$ cat src/rtl/mem_port_arbiter.sv
// mem_port_arbiter: two-requester round-robin arbiter for one shared memory bus.
// Define ARB_TIMEOUT_EN to abort busy transactions after TIMEOUT_CYCLES with err.
module mem_port_arbiter #(
    parameter int ADDR_W         = 32,
    parameter int DATA_W         = 32,
    parameter int TIMEOUT_CYCLES = 16
) (
    input  logic              clk,
    input  logic              rst,
    input  logic              req0,
    input  logic              req1,
    input  logic [ADDR_W-1:0] addr0,
    input  logic [ADDR_W-1:0] addr1,
    input  logic [DATA_W-1:0] wdata0,
    input  logic [DATA_W-1:0] wdata1,
    input  logic              we0,
    input  logic              we1,
    output logic              ack0,
    output logic              ack1,
    output logic [DATA_W-1:0] rdata,
    output logic              err,
    output logic              grant_sel,
    output logic              bus_valid,
    output logic [ADDR_W-1:0] bus_addr,
    output logic [DATA_W-1:0] bus_wdata,
    output logic              bus_we,
    input  logic              bus_ready,
    input  logic [DATA_W-1:0] bus_rdata
);
    typedef enum logic [1:0] {IDLE, BUSY0, BUSY1} state_t;

    state_t            state_q, state_d;
    logic              last_q, last_d;
    logic              ack0_q, ack0_d, ack1_q, ack1_d, err_q, err_d;
    logic              valid_q, valid_d, we_q, we_d, gsel_q, gsel_d;
    logic [ADDR_W-1:0] addr_q, addr_d;
    logic [DATA_W-1:0] wdata_q, wdata_d, rdata_q, rdata_d;
    logic              elig0, elig1, pick0, pick1, timeout;

    // A requester seeing its ack this cycle is not re-granted until next cycle.
    assign elig0 = req0 & ~ack0_q;
    assign elig1 = req1 & ~ack1_q;
    assign pick0 = elig0 & (~elig1 | last_q);
    assign pick1 = elig1 & (~elig0 | ~last_q);

`ifdef ARB_TIMEOUT_EN
    localparam int CW = $clog2(TIMEOUT_CYCLES + 1);
    logic [CW-1:0] cnt_q, cnt_d;

    assign cnt_d   = (state_q == IDLE) ? '0 : cnt_q + CW'(1);
    assign timeout = (state_q != IDLE) & ~bus_ready & (cnt_q == CW'(TIMEOUT_CYCLES - 1));

    always_ff @(posedge clk) begin
        if (rst) cnt_q <= '0;
        else     cnt_q <= cnt_d;
    end
`else
    localparam int unused_timeout_cycles = TIMEOUT_CYCLES;
    assign timeout = 1'b0;
`endif

    always_comb begin
        state_d = state_q;
        last_d  = last_q;
        ack0_d  = 1'b0;
        ack1_d  = 1'b0;
        err_d   = 1'b0;
        valid_d = valid_q;
        we_d    = we_q;
        gsel_d  = gsel_q;
        addr_d  = addr_q;
        wdata_d = wdata_q;
        rdata_d = rdata_q;
        if (state_q == IDLE) begin
            if (pick0 | pick1) begin
                state_d = pick0 ? BUSY0 : BUSY1;
                valid_d = 1'b1;
                gsel_d  = pick0;
                addr_d  = pick0 ? addr0 : addr1;
                wdata_d = pick0 ? wdata0 : wdata1;
                we_d    = pick0 ? we0 : we1;
            end
        end else if (bus_ready | timeout) begin
            state_d = IDLE;
            last_d  = (state_q == BUSY1);
            ack0_d  = (state_q == BUSY0);
            ack1_d  = (state_q == BUSY1);
            err_d   = timeout;
            rdata_d = timeout ? '0 : bus_rdata;
            valid_d = 1'b0;
            we_d    = 1'b0;
            gsel_d  = 1'b0;
        end
    end

    always_ff @(posedge clk) begin
        if (rst) begin
            state_q <= IDLE;
            last_q  <= 1'b1;
            ack0_q  <= 1'b0;
            ack1_q  <= 1'b0;
            err_q   <= 1'b0;
            valid_q <= 1'b0;
            we_q    <= 1'b0;
            gsel_q  <= 1'b0;
            addr_q  <= '0;
            wdata_q <= '0;
            rdata_q <= '0;
        end else begin
            state_q <= state_d;
            last_q  <= last_d;
            ack0_q  <= ack0_d;
            ack1_q  <= ack1_d;
            err_q   <= err_d;
            valid_q <= valid_d;
            we_q    <= we_d;
            gsel_q  <= gsel_d;
            addr_q  <= addr_d;
            wdata_q <= wdata_d;
            rdata_q <= rdata_d;
        end
    end

    assign ack0      = ack0_q;
    assign ack1      = ack1_q;
    assign err       = err_q;
    assign rdata     = rdata_q;
    assign grant_sel = gsel_q;
    assign bus_valid = valid_q;
    assign bus_addr  = addr_q;
    assign bus_wdata = wdata_q;
    assign bus_we    = we_q;
endmodule
$ cat config.mk
export PLATFORM = sky130hd
export DESIGN_NAME = mem_port_arbiter
export DESIGN_NICKNAME = d
export VERILOG_FILES = /design/src/rtl/mem_port_arbiter.sv
export SDC_FILE = /design/constraint.sdc
export NUM_CORES = 1
export LEC_CHECK = 0
export ABC_AREA = 1
export CORE_MARGIN = 3
export CORE_UTILIZATION = 41
export DETAILED_ROUTE_END_ITERATION = 7
export GPL_ROUTABILITY_DRIVEN = 0
export PLACE_DENSITY = 0.82
export SYNTH_ARGS = -nofsm -noshare
export SYNTH_HDL_FRONTEND = slang
export SYNTH_SLANG_ARGS = --single-unit
$ cat constraint.sdc
create_clock -name clk -period 2.29 [get_ports clk]
set_input_delay 0.3435 -clock clk [delete_from_list [all_inputs] [get_ports clk]]
set_output_delay 0.3435 -clock clk [all_outputs]
set_load 0.02 [all_outputs]
Word level (Yosys, flattened, before mapping). Index checks and enable logic that the tools add are counted.

Eq/ne operators: 3. Mux-type cells: 14. Bitwise gates (word level): 14. Reductions and logical operators: 6.

Operators by type and width (count): two-way mux 32 bit (2); two-way mux 1 bit (8); two-way mux 2 bit (4); inverter 1 bit (7); AND reduction 2 bit (3); bitwise AND 1 bit (4); OR 1 bit (3); OR reduction 3 bit (1); == test 2 x 1 -> 1 bit (second input constant) (1); == test 2 bit (second input constant) (1); logical NOT 2 bit (1); != test 2 x 1 -> 1 bit (second input constant) (1); nonzero test 2 bit (1).

Bits in registers: 104. Input bits: 167.

Longest topological paths before layout. Gate-level depths: netlist of the first run.

Depth after elaboration: 8. Gate-level depth with buffers: 10. Gate-level depth less buffers: 8.

Worst setup path after synthesis of the first run. Ideal clock, no wire load.

Path type: flip-flop to flip-flop. Start: reg ack1_q (netlist: ack1). End: reg wdata_q[24] (netlist: bus_wdata[24]). Setup time: 70 ps. Arrival time: 1201 ps. Path slack: 1019 ps. Stages on the path, launching flop included: 9. Cell sequence: dfxtp_1 > inv_1 > nand3_2 > buf_4 > buf_2 > nand3_1 > nand2_1 > nand2_1 > a21oi_1.

Word-level cells in the longest chain between the ends: 7. Elaborated cells on any way between the ends: 9. Classes of those cells: mux (1); bitwise (7); reduce/logical (1).

RTL lines: from (decl) (line 34) `logic ack0_q, ack0_d, ack1_q, ack1_d, err_q, err_d;`; from (signal assigned) (line 113) `ack1_q <= ack1_d;`; inverter 1 bit * (line 42) `assign elig1 = req1 & ~ack1_q;`; bitwise AND 1 bit * (line 42); inverter 1 bit (line 43) `assign pick0 = elig0 & (~elig1 | last_q);`; OR 1 bit (line 43); bitwise AND 1 bit (line 43); OR 1 bit (line 75) `if (pick0 | pick1) begin`; AND reduction 2 bit (no line); to (signal assigned) (line 119) `wdata_q <= wdata_d;`; to (decl) (line 37) `logic [DATA_W-1:0] wdata_q, wdata_d, rdata_q, rdata_d;`.

Mark *: on every way between the ends. The rest lies on a longest branch, timed or not. A chain may end at the register's enable or synchronous reset.

==> results of run 1 <==
## power breakdown
group / total [uW] / switching, uW / internal, uW
combinational: 1580 / 817 / 760
clock: 1230 / 593 / 638
sequential: 2070 / 90.8 / 1980
## cells in the final DEF, fill, tap and decap left out
| master | instances |
|---|---|
| sky130_fd_sc_hd__bufinv_16 | 2 |
| sky130_fd_sc_hd__clkdlybuf4s50_1 | 266 |
| sky130_fd_sc_hd__nor4_1 | 1 |
| sky130_fd_sc_hd__clkinv_4 | 1 |
| sky130_fd_sc_hd__buf_12 | 3 |
| sky130_fd_sc_hd__nand2_2 | 1 |
| sky130_fd_sc_hd__nand2_4 | 1 |
| sky130_fd_sc_hd__clkbuf_1 | 1 |
| sky130_fd_sc_hd__clkbuf_8 | 10 |
| sky130_fd_sc_hd__dfxtp_1 | 103 |
| sky130_fd_sc_hd__nand2_1 | 242 |
| sky130_fd_sc_hd__nand3_1 | 68 |
| sky130_fd_sc_hd__buf_2 | 1 |
| sky130_fd_sc_hd__conb_1 | 1 |
| sky130_fd_sc_hd__nor2_1 | 65 |
| sky130_fd_sc_hd__a21oi_1 | 68 |
| sky130_fd_sc_hd__nor2_4 | 2 |
| sky130_fd_sc_hd__inv_2 | 3 |
| sky130_fd_sc_hd__o211ai_1 | 1 |
| sky130_fd_sc_hd__buf_4 | 7 |
| sky130_fd_sc_hd__nand3b_1 | 12 |
| sky130_fd_sc_hd__inv_1 | 18 |
| sky130_fd_sc_hd__nand3_2 | 1 |
| sky130_fd_sc_hd__o21ai_0 | 32 |
## final timing paths
| kind | endpoint | slack, ns | cells after the start |
|---|---|---|---|
| max | grant_sel | 0.52 | 1 |
| min | bus_wdata[10]$_SDFFE_PP0P_ | 0.47 | 2 |
| max reg2reg | bus_addr[1]$_SDFFE_PP0P_ | 0.63 | 9 |
| min reg2reg | bus_wdata[10]$_SDFFE_PP0P_ | 0.47 | 2 |
## cell families (layout without fill, tap and decap cells)
group / count (synthesis) / in the layout / share of synthesized area (%)
simple gates: 393 / 393 / 35.6
flops: 103 / 103 / 44.8
compound gates: 101 / 101 / 11.0
buf+inv: 74 / 312 / 8.53
other cells: 1 / 1 / 0.0814
## area by class of cell
class	count	area, um2
multi-input cells	495	2150
clock inverters	3	68.8
fillers	959	3430
clock buffers	11	141
well taps	140	175
inverters	21	78.8
repair buffers	277	2780
flip-flops and latches	103	2060
## metal layers
metal / vias to the layer above / GRT usage, % / part of all wire (%)
met5: - / 0 / 0
met2: 211 / 40.6 / 47
li1: 2603 / - / -
met1: 2261 / 30.2 / 41
met4: 0 / 6.57 / 2.0
met3: 23 / 8.32 / 10
## through the flow
stage                     hold slack, ns  area (um2)
final                              0.466        7460
after global routing               0.490        7460
after CTS                          0.468        7460
after detailed placement           0.455        7250
after global placement             0.448        7250
after floorplan                    0.478        4610
## state kept, by name (all words and copies together) (netlist names)
name / count
ack0: 1
ack1: 1
bus_addr: 32
bus_valid: 1
bus_wdata: 32
bus_we: 1
last_q: 1
rdata: 32
state_q: 2
==> results.ini, run 1 <==
[run_status]
result_of_the_run=complete, no violations

[synthesis]
synth_sequential_area_ratio_pct=44.8
number_of_flops_mapped_to_enable_cells_by_yosys=0
synth.cells.most_frequent=242 x sky130_fd_sc_hd__nand2_1, 103 x sky130_fd_sc_hd__dfxtp_1, 68 x sky130_fd_sc_hd__a21oi_1, 68 x sky130_fd_sc_hd__nand3_1, 65 x sky130_fd_sc_hd__nor2_1
synth_area_leaders=sky130_fd_sc_hd__dfxtp_1 45%, sky130_fd_sc_hd__nand2_1 20%, sky130_fd_sc_hd__a21oi_1 7.4%
post_synth_num_cell_types=21
synth_top_flop_cell=sky130_fd_sc_hd__dfxtp_1
synthCells=672
post_synth.cell_area_avg_um2=6.85
yosys.area.top_type=sky130_fd_sc_hd__dfxtp_1
synth.cell_area_mm2=0.00461
synthMostInstantiatedCell=sky130_fd_sc_hd__nand2_1
synthesis.nets=839
synth-warning-count=0
synth.ff_latch_count=103
postSynth.asyncResetShare_pct=0
post-synth-top-area-fraction_pct=44.8

[cts]
cts_sinks=103
cts_tree=done
clock_tree_buffer_depth=2
cts_hold_buffers=0
cts.clk_slew.worst_paths_ns=0.08
number_of_buffers_created_by_cts=9
clock_tree.root_cell=sky130_fd_sc_hd__clkbuf_8
cts-resized-gates=0
clk_latency_ns=0.35
postCtsSetupBuffers=0
ctsHtreeMaxLevel=3

[worst_setup_path]
crit_buf_inv=1
critical_path_arrival_ns=1.42
cp_slowest_cell=sky130_fd_sc_hd__clkdlybuf4s50_1
highest_cell_delay_on_the_worst_timing_path_ns=0.67
worstPathCellList=clkdlybuf4s50_1
launch_instance_of_the_worst_register_to_register_path=ack0$_SDFF_PP0_
max_fo_critical_path=4
path_delay_family=buffers and inverters
timing.critical_path.required_ns=1.95
crit_start=state_q[0]$_SDFFE_PP0P_
setup.worst_path.start_class=register
timing.critical_path.to_type=output pin
setup.worst_path.class=reg2out

[cells_and_area]
total_nets_final=1074
insertedDiodeCount=0
finish.cell_count_without_fillers=1050
final_core_density_pct=68.5
area.growth.synth_to_final_pct=61.9
post_route_cells_drive_above_1_share_pct=3.52

[floorplan]
die_h_um=112
coreArea_mm2=0.0109
floorplan.io_pins=269
row_count=38
dieArea_mm2=0.0125
initial_utilization_pct=42.3
floorplan.die.width_um=112

[routing]
drt-pass1-iter-count=4
dr_total_vias=5098
drc=0
post_drt_wl_per_cell_um=15.2
route.antenna.remaining_nets=0
starting_drt_drc_count=348
drt_wl_total_mm=15.9
route.detailed.vias_per_inst=4.86

[place]
dp.cells=1036
detailedPlacementHpwl_mm=11.0
pre_cts_slack_ns=0.204
numPortBuffers=267

[sta]
grt_setup_unrepaired=false
worstMarginPinSlew_ns=0.751
timing_max_transition_violations_final=0
final_critical_path_setup_slack_ns=0.524
period_needed_ns=1.77
min_period_over_period_pct=77.1
timing_hold_violations_final=0
setup_viol_count_final=0
maxSlewHeadroom_pct=49.9
fin_worst_skew_ns=0.0178
max_freq_mhz=566
final.setup.tns_ns=0

[grt]
total_global_routing_track_utilization_pct=24.4
grt_start_max_net_pins=71
grt.overflow.total=0
vias_in_the_first_global_route=4867
antenna_found_initial=0
global_route_wire_length_before_repair_mm=25.2

[hold_path]
timing.hold.worst.class=reg2reg
min-delay-start=bus_wdata[10]$_SDFFE_PP0P_

[power]
power.density_cell_area_mw_per_mm2=654
power.leakage_uw=0.00315
max-vdd-ir-drop_mv=0.444
report.power.total_uw=4870

[flow_run]
maxCapViolations=0

No activity file was read; power rests on OpenSTA's default activity.
==> run 2, diff against run 1 <==
- CORE_UTILIZATION: 41 -> 38
- PLACE_DENSITY: 0.82 -> 0.77
- clock period: 2.29 -> 1.75 ns (I/O delays scaled with it)
==> run 2 against run 1 <==
  * Via count rose by 1.8%
  * Register-to-register slack got worse by 0.28 ns
  * Clock power rose by 72%
  * Critical path type unchanged
  * Largest power group unchanged
  * Highest routed layer unchanged
==> results.ini, run 2 (synthesized netlist as in run 1, its figures left out) <==
[cts]
cts.clk_slew.worst_paths_ns=0.07
cts_tree=done
postCtsSetupBuffers=0
clock_tree_buffer_depth=2
cts-resized-gates=0
clk_latency_ns=0.34
clock_tree.root_cell=sky130_fd_sc_hd__clkbuf_16
cts_hold_buffers=0
cts_sinks=103
number_of_buffers_created_by_cts=9
ctsHtreeMaxLevel=3

[worst_setup_path]
worstPathCellList=clkdlybuf4s50_1
timing.critical_path.to_type=output pin
crit_buf_inv=1
cp_slowest_cell=sky130_fd_sc_hd__clkdlybuf4s50_1
path_delay_family=buffers and inverters
timing.reg2reg.setup_slack_ns=0.35
timing.critical_path.required_ns=1.49
rr_worst_depth=7
critical_path_arrival_ns=1.35
max_fo_critical_path=2
worstReg2RegEnd=bus_wdata[3]$_SDFFE_PP0P_
setup.worst_path.class=reg2out
setup.worst_path.start_class=register
launch_instance_of_the_worst_register_to_register_path=ack1$_SDFF_PP0_
highest_cell_delay_on_the_worst_timing_path_ns=0.68

[floorplan]
coreArea_mm2=0.0116
initial_utilization_pct=39.7
row_count=39
floorplan.io_pins=269
die_h_um=116
floorplan.die.width_um=116
dieArea_mm2=0.0135

[routing]
starting_drt_drc_count=422
post_drt_wl_per_cell_um=14.9
dr_total_vias=5188
drt-pass1-iter-count=4
route.antenna.remaining_nets=0
drt_wl_total_mm=15.9
drc=0
route.detailed.vias_per_inst=4.88

[hold_path]
hold_worst_path_end=bus_wdata[23]$_SDFFE_PP0P_
min_path_cells=3
timing.hold.worst.class=in2reg
min-delay-start=rst

[cells_and_area]
insertedDiodeCount=0
area.growth.synth_to_final_pct=67.6
most_frequent_standard_cell_in_the_layout_excluding_fill_and_tap_cells=sky130_fd_sc_hd__clkdlybuf4s50_1
post_route_cells_drive_above_1_share_pct=4.78
commonest_cells_after_routing_fill_and_taps_aside=265 x sky130_fd_sc_hd__clkdlybuf4s50_1, 242 x sky130_fd_sc_hd__nand2_1, 103 x sky130_fd_sc_hd__dfxtp_1
fill_cells=1047
total_nets_final=1083

[run_status]
result_of_the_run=complete, no violations

[sta]
min_period_over_period_pct=92.1
final_critical_path_setup_slack_ns=0.138
period_needed_ns=1.61
grt_setup_unrepaired=false
worst_hold_slack_ns=0.413
setup_viol_count_final=0
fin_worst_skew_ns=0.00463
timing_max_transition_violations_final=0
final.setup.tns_ns=0
timing_hold_violations_final=0
max_freq_mhz=620

[grt]
total_global_routing_track_utilization_pct=22.7
grt.overflow.total=0
antenna_found_initial=0
global_route_wire_length_before_repair_mm=24.0
grt_start_max_net_pins=71
vias_in_the_first_global_route=4836

[power]
max-vdd-ir-drop_mv=0.723
power.leakage_uw=0.00329
power.density_cell_area_mw_per_mm2=903
report.power.total_uw=6970

[place]
pre_cts_slack_ns=0.00800
numPortBuffers=267
detailedPlacementHpwl_mm=11.4

[flow_run]
maxCapViolations=0

## run 2: cell count changes in the layout (fill, tap and decap cells not counted), sizes merged
| cell | delta |
|---|---|
| buf | +9 |
| clkbuf | -2 |
| clkdlybuf4s50 | -1 |
| clkinv | +3 |
| clkinvlp | +1 |
| dlymetal6s2s | +1 |
## run 2: per-layer routing
metal  GRT usage, %  wire (um)  vias to the layer above
met2           38.7       7500                      215
li1               -          -                     2626
met5              0          0                        -
met4           8.04        340                        0
met3           7.98       1680                       22
met1           26.4       6340                     2325
## run 2: worst max path at each step
stage | start | end | slack (ns) | cells after the start
after floorplan | ack1$_SDFF_PP0_ | bus_wdata[24]$_SDFFE_PP0P_ | 0.48 | 8
after global placement | req1 | bus_addr[4]$_SDFFE_PP0P_ | 0.06 | 7
after detailed placement | req1 | bus_addr[17]$_SDFFE_PP0P_ | 0.008 | 7
after CTS | state_q[0]$_SDFFE_PP0P_ | grant_sel | 0.01 | 1
after global routing | ack1$_SDFF_PP0_ | ack1 | 0.07 | 1
final | bus_wdata[5]$_SDFFE_PP0P_ | bus_wdata[5] | 0.14 | 1
## run 2: layout make-up
type / count / area, um2 / share of cell area (%)
timing repair buffer: 286 / 2940 / 38.0
multi-input combinational: 495 / 2150 / 27.9
sequential: 103 / 2060 / 26.7
clock buffer: 9 / 225 / 2.92
tap: 143 / 179 / 2.32
clock inverter: 7 / 87.6 / 1.13
inverter: 21 / 78.8 / 1.02
## run 2: stage by stage
stage | utilization (%) | cell area, um2 | cells
after floorplan | - | 4610 | 672
after global placement | 63.8 | 7410 | 1048
after detailed placement | 63.8 | 7410 | 1048
after CTS | 66.5 | 7720 | 1064
after global routing | 66.5 | 7720 | 1064
final | 66.5 | 7720 | 1064
## run 2: where the power goes
part	switching, uW	internal (uW)	total (uW)
Clock	874	1240	2120
Sequential	120	2590	2710
Combinational	1080	1070	2150
Total	2070	4900	6970
